===== src/rtl/cnn_pkg.sv =====
// Shared CNN pipeline types and default dimensions used by the flattener,
// pooling stage and unflattener.
package cnn_pkg;

  typedef enum logic [1:0] {
    IDLE = 2'd0,
    FILL = 2'd1,
    HOLD = 2'd2
  } unflatten_state_t;

  localparam int DEF_NUM_FEATURES  = 2;
  localparam int DEF_POOLED_HEIGHT = 4;
  localparam int DEF_POOLED_WIDTH  = 4;
  localparam int DEF_CONV_DATA_W   = 8;

  function automatic int flattened_length(input int nf, input int h, input int w);
    return nf * h * w;
  endfunction

endpackage


===== src/rtl/unflatten_index_counter.sv =====
// Cascaded col/row/feature wrap counters walking a feature map in flattener order.
module unflatten_index_counter #(
  parameter int NUM_FEATURES  = 2,
  parameter int POOLED_HEIGHT = 4,
  parameter int POOLED_WIDTH  = 4,
  localparam int FW = (NUM_FEATURES  > 1) ? $clog2(NUM_FEATURES)  : 1,
  localparam int RW = (POOLED_HEIGHT > 1) ? $clog2(POOLED_HEIGHT) : 1,
  localparam int CW = (POOLED_WIDTH  > 1) ? $clog2(POOLED_WIDTH)  : 1
) (
  input  logic          clock,
  input  logic          reset_n,
  input  logic          clear,
  input  logic          advance,
  output logic [FW-1:0] feature,
  output logic [RW-1:0] row,
  output logic [CW-1:0] col,
  output logic          last
);

  localparam logic [FW-1:0] FEAT_MAX = FW'(NUM_FEATURES - 1);
  localparam logic [RW-1:0] ROW_MAX  = RW'(POOLED_HEIGHT - 1);
  localparam logic [CW-1:0] COL_MAX  = CW'(POOLED_WIDTH - 1);

  assign last = (feature == FEAT_MAX) && (row == ROW_MAX) && (col == COL_MAX);

  // clear has priority so a restart discards any advance in the same cycle
  always_ff @(posedge clock or negedge reset_n) begin
    if (!reset_n) begin
      feature <= '0;
      row     <= '0;
      col     <= '0;
    end else if (clear) begin
      feature <= '0;
      row     <= '0;
      col     <= '0;
    end else if (advance) begin
      if (col == COL_MAX) begin
        col <= '0;
        if (row == ROW_MAX) begin
          row     <= '0;
          feature <= (feature == FEAT_MAX) ? '0 : feature + FW'(1);
        end else begin
          row <= row + RW'(1);
        end
      end else begin
        col <= col + CW'(1);
      end
    end
  end

endmodule


===== src/rtl/unflatten_stream.sv =====
// Rebuilds a NUM_FEATURES x POOLED_HEIGHT x POOLED_WIDTH map from a serial
// flattened stream and holds it for the consumer until acknowledged.
module unflatten_stream
  import cnn_pkg::*;
#(
  parameter int NUM_FEATURES           = DEF_NUM_FEATURES,
  parameter int POOLED_HEIGHT          = DEF_POOLED_HEIGHT,
  parameter int POOLED_WIDTH           = DEF_POOLED_WIDTH,
  parameter int FLATTENED_LENGTH       = 32,
  parameter int CONVOLUTION_DATA_WIDTH = DEF_CONV_DATA_W
) (
  input  logic                                clock,
  input  logic                                reset_n,
  input  logic                                unflatten_start,
  input  logic [CONVOLUTION_DATA_WIDTH-1:0]   in_data,
  input  logic                                in_valid,
  output logic                                in_ready,
  output logic [CONVOLUTION_DATA_WIDTH-1:0]   unflattened_outfmap [NUM_FEATURES][POOLED_HEIGHT][POOLED_WIDTH],
  output logic                                out_valid,
  input  logic                                out_ack,
  output logic [$clog2(FLATTENED_LENGTH+1)-1:0] element_count,
  output unflatten_state_t                    state
);

  localparam int CNT_W = $clog2(FLATTENED_LENGTH + 1);
  localparam int FW = (NUM_FEATURES  > 1) ? $clog2(NUM_FEATURES)  : 1;
  localparam int RW = (POOLED_HEIGHT > 1) ? $clog2(POOLED_HEIGHT) : 1;
  localparam int CW = (POOLED_WIDTH  > 1) ? $clog2(POOLED_WIDTH)  : 1;

  if (FLATTENED_LENGTH != flattened_length(NUM_FEATURES, POOLED_HEIGHT, POOLED_WIDTH)) begin : g_len_check
    $fatal(1, "FLATTENED_LENGTH does not equal NUM_FEATURES*POOLED_HEIGHT*POOLED_WIDTH");
  end

  unflatten_state_t next_state;
  logic             clear;
  logic             advance;
  logic [FW-1:0]    feature;
  logic [RW-1:0]    row;
  logic [CW-1:0]    col;
  logic             last;

  // Handshakes: an element transfers on a rising edge where in_valid && in_ready;
  // the map transfers on a rising edge where out_valid && out_ack. Both ready
  // and valid are decoded from the state register only.
  assign in_ready  = (state == FILL);
  assign out_valid = (state == HOLD);

  unflatten_index_counter #(
    .NUM_FEATURES  (NUM_FEATURES),
    .POOLED_HEIGHT (POOLED_HEIGHT),
    .POOLED_WIDTH  (POOLED_WIDTH)
  ) u_index (
    .clock   (clock),
    .reset_n (reset_n),
    .clear   (clear),
    .advance (advance),
    .feature (feature),
    .row     (row),
    .col     (col),
    .last    (last)
  );

  always_ff @(posedge clock or negedge reset_n) begin
    if (!reset_n) state <= IDLE;
    else          state <= next_state;
  end

  always_comb begin
    next_state = state;
    clear      = 1'b0;
    advance    = 1'b0;
    unique case (state)
      IDLE: begin
        if (unflatten_start) begin
          next_state = FILL;
          clear      = 1'b1;
        end
      end
      FILL: begin
        // a start in FILL restarts and drops the element offered alongside it
        if (unflatten_start) begin
          clear = 1'b1;
        end else if (in_valid) begin
          advance = 1'b1;
          if (last) next_state = HOLD;
        end
      end
      HOLD: begin
        if (out_ack) begin
          if (unflatten_start) begin
            next_state = FILL;
            clear      = 1'b1;
          end else begin
            next_state = IDLE;
          end
        end
      end
      default: next_state = IDLE;
    endcase
  end

  always_ff @(posedge clock or negedge reset_n) begin
    if (!reset_n) begin
      element_count <= '0;
    end else if (clear) begin
      element_count <= '0;
    end else if (advance && (element_count != CNT_W'(FLATTENED_LENGTH))) begin
      element_count <= element_count + CNT_W'(1);
    end
  end

  always_ff @(posedge clock or negedge reset_n) begin
    if (!reset_n) begin
      for (int f = 0; f < NUM_FEATURES; f++)
        for (int r = 0; r < POOLED_HEIGHT; r++)
          for (int c = 0; c < POOLED_WIDTH; c++)
            unflattened_outfmap[f][r][c] <= '0;
    end else if (advance) begin
      unflattened_outfmap[feature][row][col] <= in_data;
    end
  end

endmodule

===== config.mk =====
export PLATFORM = sky130hd
export DESIGN_NAME = unflatten_stream
export DESIGN_NICKNAME = d
export VERILOG_FILES = /design/src/rtl/cnn_pkg.sv /design/src/rtl/unflatten_index_counter.sv /design/src/rtl/unflatten_stream.sv
export SDC_FILE = /design/constraint.sdc
export NUM_CORES = 1
export LEC_CHECK = 0
export ABC_AREA = 1
export ABC_CLOCK_PERIOD_IN_PS = 1700
export BUFFER_PORTS_ARGS = -buffer_cell sky130_fd_sc_hd__clkbuf_2
export CORE_MARGIN = 1.5
export CORE_UTILIZATION = 45
export CTS_CLUSTER_SIZE = 12
export DETAILED_ROUTE_END_ITERATION = 8
export MAX_ROUTING_LAYER = met4
export PLACE_DENSITY = 0.76
export RECOVER_POWER = 25
export SLEW_MARGIN = 20
export SYNTH_ARGS = -nofsm -noshare
export SYNTH_HDL_FRONTEND = slang
export SYNTH_HIERARCHICAL = 1
export SYNTH_SLANG_ARGS = --single-unit
export TNS_END_PERCENT = 30

===== constraint.sdc =====
create_clock -name clock -period 1.7 [get_ports clock]
set_input_delay 0.34 -clock clock [delete_from_list [all_inputs] [get_ports clock]]
set_output_delay 0.34 -clock clock [all_outputs]
set_load 0.05 [all_outputs]

### Word-level counts from Yosys, hierarchy flattened

Cells that the tools add are included.

* add/sub/neg operators: 4
* $lt $le $gt $ge: 6
* equal/unequal tests: 10
* muxes and demuxes: 34
* bitwise logic cells: 3
* reduce and logical (&&, ||, !) cells: 15

Operator list (number)
* 256-bit bitwise mux: 1
* 128-bit demux with 1-bit select: 1
* 128-bit two-way mux: 1
* 32-bit demux with 2-bit select: 1
* 32-bit two-way mux: 1
* 2-bit two-way mux: 12
* 8-bit demux with 2-bit select: 1
* 6-bit two-way mux: 2
* 1-bit two-way mux: 11
* 8-bit two-way mux: 1
* 2-bit nonzero test: 4
* 6-bit by 1-bit adder with 6-bit output, second input constant: 1
* 2-bit equality test, second input constant: 3
* 3-bit >= comparator, second input constant: 2
* 1-bit logical AND: 6
* 3-bit by 1-bit less-than comparator with 1-bit output, second input constant: 2
* 2-bit inequality test, second input constant: 3
* 6-bit inequality test, second input constant: 1
* 2-bit inverter with 3-bit output: 2
* 2-bit case mux with 3 select lines: 1
* 5-bit AND reduction: 1
* 2-bit by 1-bit adder with 2-bit output, second input constant: 2
* 2-bit by 1-bit inequality test with 1-bit output, second input constant: 2
* 3-bit AND reduction: 1
* 9 further kinds: 9

* flip-flop bits (word level): 269
* input port bits: 13
* output and inout port bits: 266
* logic and storage cells: 109

### Depth between registers and ports, before layout

Gate-level depths: netlist of the first run.

* depth after elaboration: 10
* depth in mapped cells: 9
* gate-level depth less buffers: 9

### Hierarchy

The synthesis of the first run kept the hierarchy.

Modules (own cells, without submodules)
* unflatten_stream: times used 1, cells an instance 1234, area an instance 10428.8 µm², sequential area each 6606.3 µm²
* unflatten_index_counter: times used 1, cells an instance 34, area an instance 267.8 µm², sequential area each 125.1 µm²

### Worst setup path after synthesis of the first run

OpenSTA, ideal clock, no wires.

* path kind: register to register
* start point: reg state[0]
* end point: reg unflattened_outfmap[184] in the netlist's numbering
* setup time: 0.066 ns
* data arrival time: 2.147 ns
* data required time: 1.634 ns
* path slack: -0.513 ns
* stages on the path, launching flop included: 8
* path buffers: 1
* period minus slack after synthesis: 2.213 ns
* path through: dfrtp_1 > inv_1 > nor2_2 > nand2_1 > buf_2 > nor2_1 > nand2_1 > nand2_1

* word-level cells in the longest chain between the ends: 2

RTL lines
* from (decl): line unflatten_stream.sv:22 `output unflatten_state_t state`
* from (signal assigned): line unflatten_stream.sv:65 `else state <= next_state;`
* 2-bit by 1-bit equality test with 1-bit output
* net in_ready: line unflatten_stream.sv:17 `output logic in_ready,`
* 1-bit two-way mux: line unflatten_stream.sv:72 `unique case (state)`
* to (signal, indexed assignment): line unflatten_stream.sv:119 `unflattened_outfmap[feature][row][col] <= in_data;`
* to (decl): line unflatten_stream.sv:18 `output logic [CONVOLUTION_DATA_WIDTH-1:0] unflattened_outfmap [NUM_FEATURES][POOLED_HEIGHT][POOLED_WIDTH],`

The timed path passes the listed nets, and every way through them passes these cells.
A chain may end at the register's enable or synchronous reset.

### Final worst setup path of the first run

* start point: reg state[0]
* end point: out out_valid

* word-level cells in the longest chain between the ends: 1

RTL lines
* 2-bit equality test: line unflatten_stream.sv:46 `assign out_valid = (state == HOLD);`
* to (decl): line unflatten_stream.sv:19 `output logic out_valid,`

No other way between the ends.

==> impl_metrics.json, run 1 <==
{
  "ios": 279,
  "min_period_ns": 1.67,
  "viasPerCell": 4.91,
  "final_cells": 1945,
  "worst_pin_slew_ns": 0.699,
  "grt_remaining_overflow": 0,
  "nets": 1626,
  "ys_seq_area_frac": 0.629,
  "cts_root_buf": "clkbuf_16",
  "first_iter_violations": 665,
  "wl_per_cell_um": 16.8,
  "synth_top_family_by_area": "simple AND/OR/NAND/NOR gates",
  "placed_area_um2": 13100,
  "dr.pass1.iters": 5,
  "setup_ws_ns": 0.0297,
  "place_congestion": 0.870,
  "clockBufferDepth": 3,
  "cts.sinks": 269,
  "setup.worst_path.class": "flop to output port",
  "switching_share": 0.390,
  "finalSetupViolCount": 0,
  "cts.htree.levels": 1,
  "cts_tree": "done",
  "stdcell_area_um2": 13900,
  "dp.cells": 1895,
  "finalSetupTns_ns": 0,
  "synth_top_cell_area_share": 0.629,
  "worstSetupStartpointType": "flop",
  "coreArea_um2": 23400,
  "slew_headroom": 0.534,
  "hold_violations": 0,
  "peakVddDrop_mv": 1.19,
  "synth_top_area_cell": "dfrtp_1",
  "grt_max_degree": 48,
  "pre_cts_ws_ns": 0.0455,
  "muxShareOfSynthArea": 0,
  "status": "finished, final reports clean",
  "n_antenna_cell": 0,
  "path_clk_slew_ns": 0.06,
  "drv_slew": 0,
  "critPathMaxFanout": 3,
  "fp.dieArea_um2": 24700,
  "period_share": 0.983,
  "hold_path_class": "primary input to flop",
  "fin_worst_skew_ns": 0.0120,
  "max_freq_mhz": 599,
  "hpwlAfterDp_mm": 22.7,
  "drive_gt1_frac": 0.263,
  "synth_fa_ha_area_frac": 0.00468,
  "p_clk_frac": 0.304,
  "p_leak_nw": 8.19,
  "ys_top_cells_by_area": "dfrtp_1 (63%), nand2_1 (27%), nor2_1 (1.9%)",
  "wirelength_mm": 32.6,
  "combPwrFrac": 0.296,
  "vias": 9556,
  "cts_made_buffers": 28,
  "pwr-share-seq": 0.400,
  "synthesis.nets": 1285,
  "cp_data_arrival_time_ns": 1.33,
  "grt.total_usage": 0.273,
  "power_switching_mw": 7.73,
  "synthXorXnorAreaFrac": 0,
  "area_growth_pct": 30.4,
  "dieHeight_um": 157,
  "p_int_mw": 12.1,
  "synth-compound-area-share": 0.0146,
  "syn_area_um2": 10700,
  "grt_antenna_before_repair": 0,
  "synthSimpleGateAreaFrac": 0.324,
  "synth_cell_types": 21,
  "clock_latency_ns": 0.53,
  "start_util": 0.457,
  "ys_warn_count": 6,
  "dieWidth_um": 157,
  "ant_nets": 0,
  "avgSynthCellArea_um2": 8.44,
  "crit_path_end_kind": "output port",
  "whs_ns": 0.0571,
  "synthCells": 1268,
  "drcViolationCount": 0,
  "ys_ff_latch": 269,
  "p_total_mw": 19.8,
  "fin_util": 0.596,
  "io_buffers": 278,
  "grt_pass1_wl_mm": 50.8,
  "power_density_nw_per_um2": 1420,
  "placementRows": 56,
  "rsz0062_at_grt": "true",
  "maxCapViolCount": 0,
  "grt_pass1_vias": 9303,
  "required_ns": 1.36,
  "n_fill_cell": 2104
}
[critical path: stages, from the launching register on]
cell	delay (ns)
dfrtp_2	0.41
inv_2	0.10
nand2_2	0.06
inv_1	0.08
buf_8	0.15
[per-layer routing]
| layer | vias to the layer above | share of wire | track usage |
|---|---|---|---|
| li1 | 4524 | - | - |
| met1 | 4602 | 0.42 | 0.359 |
| met2 | 369 | 0.47 | 0.429 |
| met3 | 61 | 0.074 | 0.0542 |
| met4 | 0 | 0.028 | 0.0849 |
| met5 | - | 0 | - |
[Yosys cell counts]
cell type and number:
a21oi_1 1, buf_2 2, buf_4 2, clkbuf_1 27
clkinv_1 1, dfrtp_1 269, ha_1 4, inv_1 38
inv_2 4, nand2_1 783, nand2_2 25, nand3_1 18
nand4_1 1, nor2_1 53, nor2_2 8, nor2_8 1
nor3_1 2, o211ai_1 1, o21ai_0 26, o21bai_1 1
o22ai_1 1
[power groups by stage]
| stage | combinational [mW] | clock [mW] | sequential, mW |
|---|---|---|---|
| 4_1_cts | 5.90 | 6.11 | 7.91 |
| 6_report | 5.86 | 6.03 | 7.92 |
| 3_3_place_gp | 5.78 | 0 | 7.97 |
| 3_5_place_dp | 5.87 | 0 | 8.00 |
| 2_1_floorplan | 1.02 | 0 | 11.1 |
| 5_1_grt | 6.20 | 6.36 | 8.01 |
[flip-flops by register name (all words and copies together) (netlist names)]
signal	flops
state	2
element_count	6
u_index/feature	1
u_index/col	2
u_index/row	2
unflattened_outfmap	256
[logic make-up (layout without fill, tap and decap cells)]
logic type,count (synthesis),in the layout
DFF,269,269
buffers and inverters,74,432
and+or+nand+nor,891,891
adders and majority gates,4,4
AOI/OAI and AO/OA,30,30
[cell usage in the layout (no fill, tap or decap), types with 9 or more instances in the layout]
cell type and n:
nor2_1 47, clkbuf_1 11, inv_1 37, nand3_1 18, clkbuf_2 278, nand2_1 780
dfrtp_1 267, buf_12 9, nor2_4 10, o21ai_0 26, buf_4 47, clkbuf_16 29
nand2_2 28
[final cells by class]
type | count | area, µm² | share of cell area
Timing Repair Buffer | 342 | 2000 | 0.144
Inverter | 43 | 164 | 0.0118
Clock buffer | 44 | 832 | 0.0597
Tap cell | 319 | 399 | 0.0286
Sequential cell | 269 | 6730 | 0.483
Clock inverter | 3 | 65.1 | 0.00466
Multi-Input combinational cell | 925 | 3750 | 0.269
[worst paths after layout]
path / from / end / cells past startpoint / slack, ns
worst max-delay path: state[0] / out_valid / 4 / 0.03
min in group asynchronous: reset_n / unflattened_outfmap[12] / 2 / 0.29
worst min-delay path: out_ack / state[1] / 2 / 0.06
max in group asynchronous: reset_n / state[0] / 3 / 0.40
worst max register to register: state[1] / unflattened_outfmap[36] / 9 / 0.14
worst min register to register: unflattened_outfmap[149] / unflattened_outfmap[149] / 2 / 0.47
[what timing repair did]
action,in CTS,in global routing
gates resized for setup,5,8
setup endpoints to repair,2,48
setup buffers,2,0
hold buffers,1,0
endpoints found under the hold margin,37,0
pin swaps,0,0
Power figures use the tool's default switching activity.
==> inputs of run 2 (changes only) <==
ABC_CLOCK_PERIOD_IN_PS = 1800   (was 1700)
clock period = 1.8 ns   (was 1.7 ns; I/O delays follow)
==> run 2 against run 1 <==
Effect of this change: flip-flop and latch count stayed put; cell area shrank 1.5%; first-iteration DRC count rose by 7.1%; sequential share of layout area increased by 0.75 points; clock skew decreased by 0.0039 ns; die area stayed put; via count fell by 0.77%.
==> impl_metrics.json, run 2 (synthesized netlist as in run 1, its figures left out) <==
{
  "cts_root_buf": "clkbuf_16",
  "drcViolationCount": 0,
  "fin_worst_skew_ns": 0.00806,
  "grt_max_degree": 68,
  "drive_gt1_frac": 0.257,
  "crit_path_end_kind": "output port",
  "required_ns": 1.44,
  "slew_headroom": 0.411,
  "min_period_ns": 1.75,
  "first_iter_violations": 712,
  "post_cts.repair.setup_buffers": 0,
  "coreArea_um2": 23400,
  "clock_latency_ns": 0.53,
  "grt_antenna_before_repair": 0,
  "hold_violations": 0,
  "cts.sinks": 269,
  "dr.pass1.iters": 5,
  "status": "finished, final reports clean",
  "viasPerCell": 4.90,
  "final_cell_mix": "nand2_1 (782), clkbuf_2 (277), dfrtp_1 (267), nor2_1 (49), buf_4 (40)",
  "max_freq_mhz": 573,
  "p_leak_nw": 8.11,
  "pre_cts_ws_ns": -0.0289,
  "grt_remaining_overflow": 0,
  "peakVddDrop_mv": 1.15,
  "grt_pass1_vias": 9005,
  "area_growth_pct": 28.4,
  "cts_made_buffers": 29,
  "grt.total_usage": 0.278,
  "finalSetupTns_ns": 0,
  "stdcell_area_um2": 13700,
  "dieWidth_um": 157,
  "worst_pin_slew_ns": 0.884,
  "ant_nets": 0,
  "setup.worst_path.class": "flop to output port",
  "worstSetupStartpointType": "flop",
  "p_total_mw": 18.5,
  "slowest_delay_ns": 0.38,
  "final_cells": 1934,
  "finalSetupViolCount": 0,
  "power_density_nw_per_um2": 1350,
  "clockBufferDepth": 3,
  "placed_area_um2": 12900,
  "hpwlAfterDp_mm": 22.8,
  "place_congestion": 0.847,
  "dieHeight_um": 157,
  "vias": 9482,
  "rsz0062_at_grt": "true",
  "reg.largest.list": "unflattened_outfmap x256, element_count x6",
  "wirelength_mm": 33.1,
  "cts_tree": "done",
  "maxCapViolCount": 0,
  "fin_util": 0.587,
  "period_share": 0.970,
  "slowest_stage": "dfrtp_2",
  "final_common_cell": "nand2_1",
  "cp_data_arrival_time_ns": 1.39,
  "placementRows": 56,
  "setup_ws_ns": 0.0533,
  "cts.htree.levels": 1,
  "top_register": "unflattened_outfmap",
  "largest_reg_flops": 256,
  "ios": 279,
  "io_buffers": 278,
  "drv_slew": 0,
  "nets": 1615,
  "hold_path_class": "primary input to flop",
  "path_clk_slew_ns": 0.05,
  "critPathMaxFanout": 4,
  "grt_pass1_wl_mm": 51.2,
  "fp.dieArea_um2": 24700,
  "wl_per_cell_um": 17.1,
  "n_antenna_cell": 0,
  "cp_cell_sequence": "inv_2 -> nor2_4 -> buf_2",
  "start_util": 0.457,
  "dp.cells": 1885,
  "whs_ns": 0.0642
}
[run 2: cell count changes in the layout (fill, tap and decap cells not counted), moves of 3 or more]
cell | before | now
buf_12 | 9 | 4
nor2_4 | 10 | 3
nor2_2 | 4 | 9
clkbuf_1 | 11 | 8
buf_4 | 47 | 40
clkinv_2 | 1 | 6
[run 2: area by class of cell]
cell class / instances / area (µm²)
fillers: 2087 / 9670
clock buffers: 41 / 831
well taps: 319 / 399
clock inverters: 7 / 63.8
multi-input cells: 925 / 3700
inverters: 43 / 165
flip-flops and latches: 269 / 6730
repair buffers: 330 / 1840
[run 2: power by group]
part / switching [mW] / internal, mW / total [mW]
logic: 4.45 / 1.01 / 5.45
registers: 0.546 / 6.91 / 7.46
clock network: 2.32 / 3.31 / 5.64
[run 2: timing repair]
item / CTS / global route
hold endpoints to repair: 35 / 0
hold buffers: 1 / 0
resized for setup: 3 / 9
pin swaps: 0 / 0
endpoints found under the setup margin: 9 / 67
[run 2: critical path, delay by kind of cell (launching register included)]
| kind | cells | cell delay (ns) |
|---|---|---|
| buf+inv | 2 | 0.35 |
| simple gates | 1 | 0.13 |
| flops | 1 | 0.38 |
[run 2: layer usage]
layer / share of wire / up-vias / global-route usage
met5: 0 / - / -
met4: 0.026 / 0 / 0.0759
met3: 0.074 / 61 / 0.0542
met2: 0.46 / 369 / 0.428
met1: 0.43 / 4553 / 0.378
li1: - / 4499 / -
[run 2: final timing paths]
| path | startpoint | to | slack [ns] | cells past startpoint |
|---|---|---|---|---|
| setup / recovery | state[0] | in_ready | 0.05 | 3 |
| hold / removal | out_ack | state[1] | 0.06 | 2 |
| setup reg to reg | u_index/col[1] | unflattened_outfmap[124] | 0.12 | 7 |
| hold reg to reg | unflattened_outfmap[188] | unflattened_outfmap[188] | 0.47 | 2 |
| max in group asynchronous | reset_n | unflattened_outfmap[65] | 0.25 | 3 |
| min in group asynchronous | reset_n | unflattened_outfmap[11] | 0.29 | 2 |
==> inputs of run 3 (changes only) <==
RECOVER_POWER = 100   (was 25)
==> run 3 against run 2 <==
Effect of this change: first-iteration DRC count shrank 5.8%; cell area fell by 0.34%; sequential power hardly changed; final cell count is the same; die area unchanged; clock-buffer cell count is the same; non-clock buffer count is the same; critical path type unchanged; highest routed layer unchanged.
==> impl_metrics.json, run 3 (synthesized netlist as in run 1, its figures left out) <==
{
  "path_clk_slew_ns": 0.05,
  "multiInputGateArea_um2": 3690,
  "power_density_nw_per_um2": 1360,
  "drcViolationCount": 0,
  "place_congestion": 0.847,
  "cp_num_cells": 3,
  "rr_worst_depth": 8,
  "combPwrFrac": 0.293,
  "slowest_delay_ns": 0.38,
  "fin_worst_skew_ns": 0.00861,
  "worstSetupStartpointType": "flop",
  "finalSetupViolCount": 0,
  "maxCapViolCount": 0,
  "start_util": 0.457,
  "hold_violations": 0,
  "nets": 1615,
  "grt_pass1_wl_mm": 51.2,
  "cp_top_family": "flip-flops",
  "switching_share": 0.395,
  "peakVddDrop_mv": 1.15,
  "wl_per_cell_um": 17.1,
  "vias": 9416,
  "hold_path_class": "primary input to flop",
  "grt_remaining_overflow": 0,
  "rsz0062_at_grt": "true",
  "grt.total_usage": 0.278,
  "cts.sinks": 269,
  "slew_headroom": 0.410,
  "drive_gt1_frac": 0.254,
  "period_share": 0.971,
  "top_register": "unflattened_outfmap",
  "p_total_mw": 18.5,
  "crit_buf_inv": 2,
  "final_cell_mix": "nand2_1 (785), clkbuf_2 (289), dfrtp_1 (267), nor2_1 (50), inv_1 (37)",
  "worst_pin_slew_ns": 0.885,
  "cp_data_arrival_time_ns": 1.39,
  "min_path_cells": 2,
  "area_growth_pct": 28.0,
  "pwr-share-seq": 0.402,
  "fp.dieArea_um2": 24700,
  "reg.largest.list": "unflattened_outfmap x256, element_count x6",
  "grt_antenna_before_repair": 0,
  "placementRows": 56,
  "cts_root_buf": "clkbuf_16",
  "power_switching_mw": 7.32,
  "setup_ws_ns": 0.0519,
  "p_clk_frac": 0.305,
  "pre_cts_ws_ns": -0.0289,
  "coreArea_um2": 23400,
  "cts.htree.levels": 1,
  "grt_max_degree": 68,
  "drv_slew": 0,
  "n_antenna_cell": 0,
  "cp_cell_sequence": "inv_2 -> nor2_4 -> buf_2",
  "regArea_um2": 6730,
  "largest_reg_flops": 256,
  "critPathMaxFanout": 4,
  "viasPerCell": 4.87,
  "max_freq_mhz": 572,
  "crit_path_end_kind": "output port",
  "io_buffers": 278,
  "wirelength_mm": 33.1,
  "clockBufferDepth": 3,
  "dr.pass1.iters": 9,
  "min_period_ns": 1.75,
  "p_int_mw": 11.2,
  "cts_tree": "done",
  "n_fill_cell": 2096,
  "clock_latency_ns": 0.54,
  "required_ns": 1.44,
  "first_iter_violations": 671,
  "ios": 279,
  "setup.worst_path.class": "flop to output port",
  "final_common_cell": "nand2_1",
  "grt_pass1_vias": 9005,
  "p_leak_nw": 8.09,
  "dieHeight_um": 157,
  "dieWidth_um": 157,
  "status": "finished, final reports clean",
  "cts_made_buffers": 29,
  "ant_nets": 0,
  "hpwlAfterDp_mm": 22.8,
  "slowest_stage": "dfrtp_2"
}
-- run 3: changes by cell type in the layout (fill, tap and decap cells not counted), sizes merged --
cell    before  now
clkbuf     323  337
buf         47   33
-- run 3: power groups by stage --
stage               clock network (mW)  registers [mW]  logic (mW)
finish                            5.65            7.46        5.44
global placement                     0            7.50        5.40
global route                      5.97            7.56        5.75
detailed placement                   0            7.53        5.49
floorplan                            0            10.4       0.940
CTS                               5.71            7.45        5.49
-- run 3: layout make-up --
cell class                 count  share of cell area
clock inverter                 7             0.00466
sequential                   269               0.492
timing repair buffer         330               0.132
inverter                      43              0.0121
clock buffer                  41              0.0607
tap                          319              0.0292
multi-input combinational    925               0.270
-- run 3: worst register-to-register path, cell delays in order (launching register included) --
cell	delay, ns
dfrtp_2	0.44
inv_2	0.09
nand2_2	0.10
nor2_8	0.17
nand2_2	0.08
clkinv_2	0.22
nand2_1	0.30
nand2_1	0.16
nand2_1	0.06
-- run 3: per-stage QoR --
step / instances / hold WS [ns] / setup TNS (ns) / util / area (µm²)
finish: 1934 / 0.0635 / 0 / 0.585 / 13700
global route: 1934 / 0.0658 / -0.0261 / 0.585 / 13700
CTS: 1934 / 0.0467 / 0 / 0.588 / 13800
detailed placement: 1885 / 0.278 / -0.318 / 0.549 / 12900
global placement: 1885 / 0.281 / 0 / 0.549 / 12900
floorplan: 1268 / 0.0644 / 0 / - / 10700
-- run 3: timing repair --
action	4_1_cts	5_1_grt
buffers inserted	0	0
setup endpoints to repair	9	67
hold buffers	1	0
hold endpoints to repair	35	0
resized for setup	3	9
-- run 3: path summary, 6_finish.rpt --
path                                     startpoint                       end  slack [ns]
setup / recovery                           state[0]                  in_ready        0.05
hold / removal                              out_ack                  state[1]        0.06
setup reg to reg                           state[1]  unflattened_outfmap[142]        0.09
hold reg to reg            unflattened_outfmap[188]  unflattened_outfmap[188]        0.47
max in group asynchronous                   reset_n   unflattened_outfmap[65]        0.25
min in group asynchronous                   reset_n   unflattened_outfmap[11]        0.29
-- run 3: metal layers --
layer,GRT usage,vias up,part of all wire
met5,-,-,0
met4,0.0759,0,0.024
met3,0.0542,58,0.079
met2,0.428,344,0.46
met1,0.378,4513,0.43
li1,-,4501,-
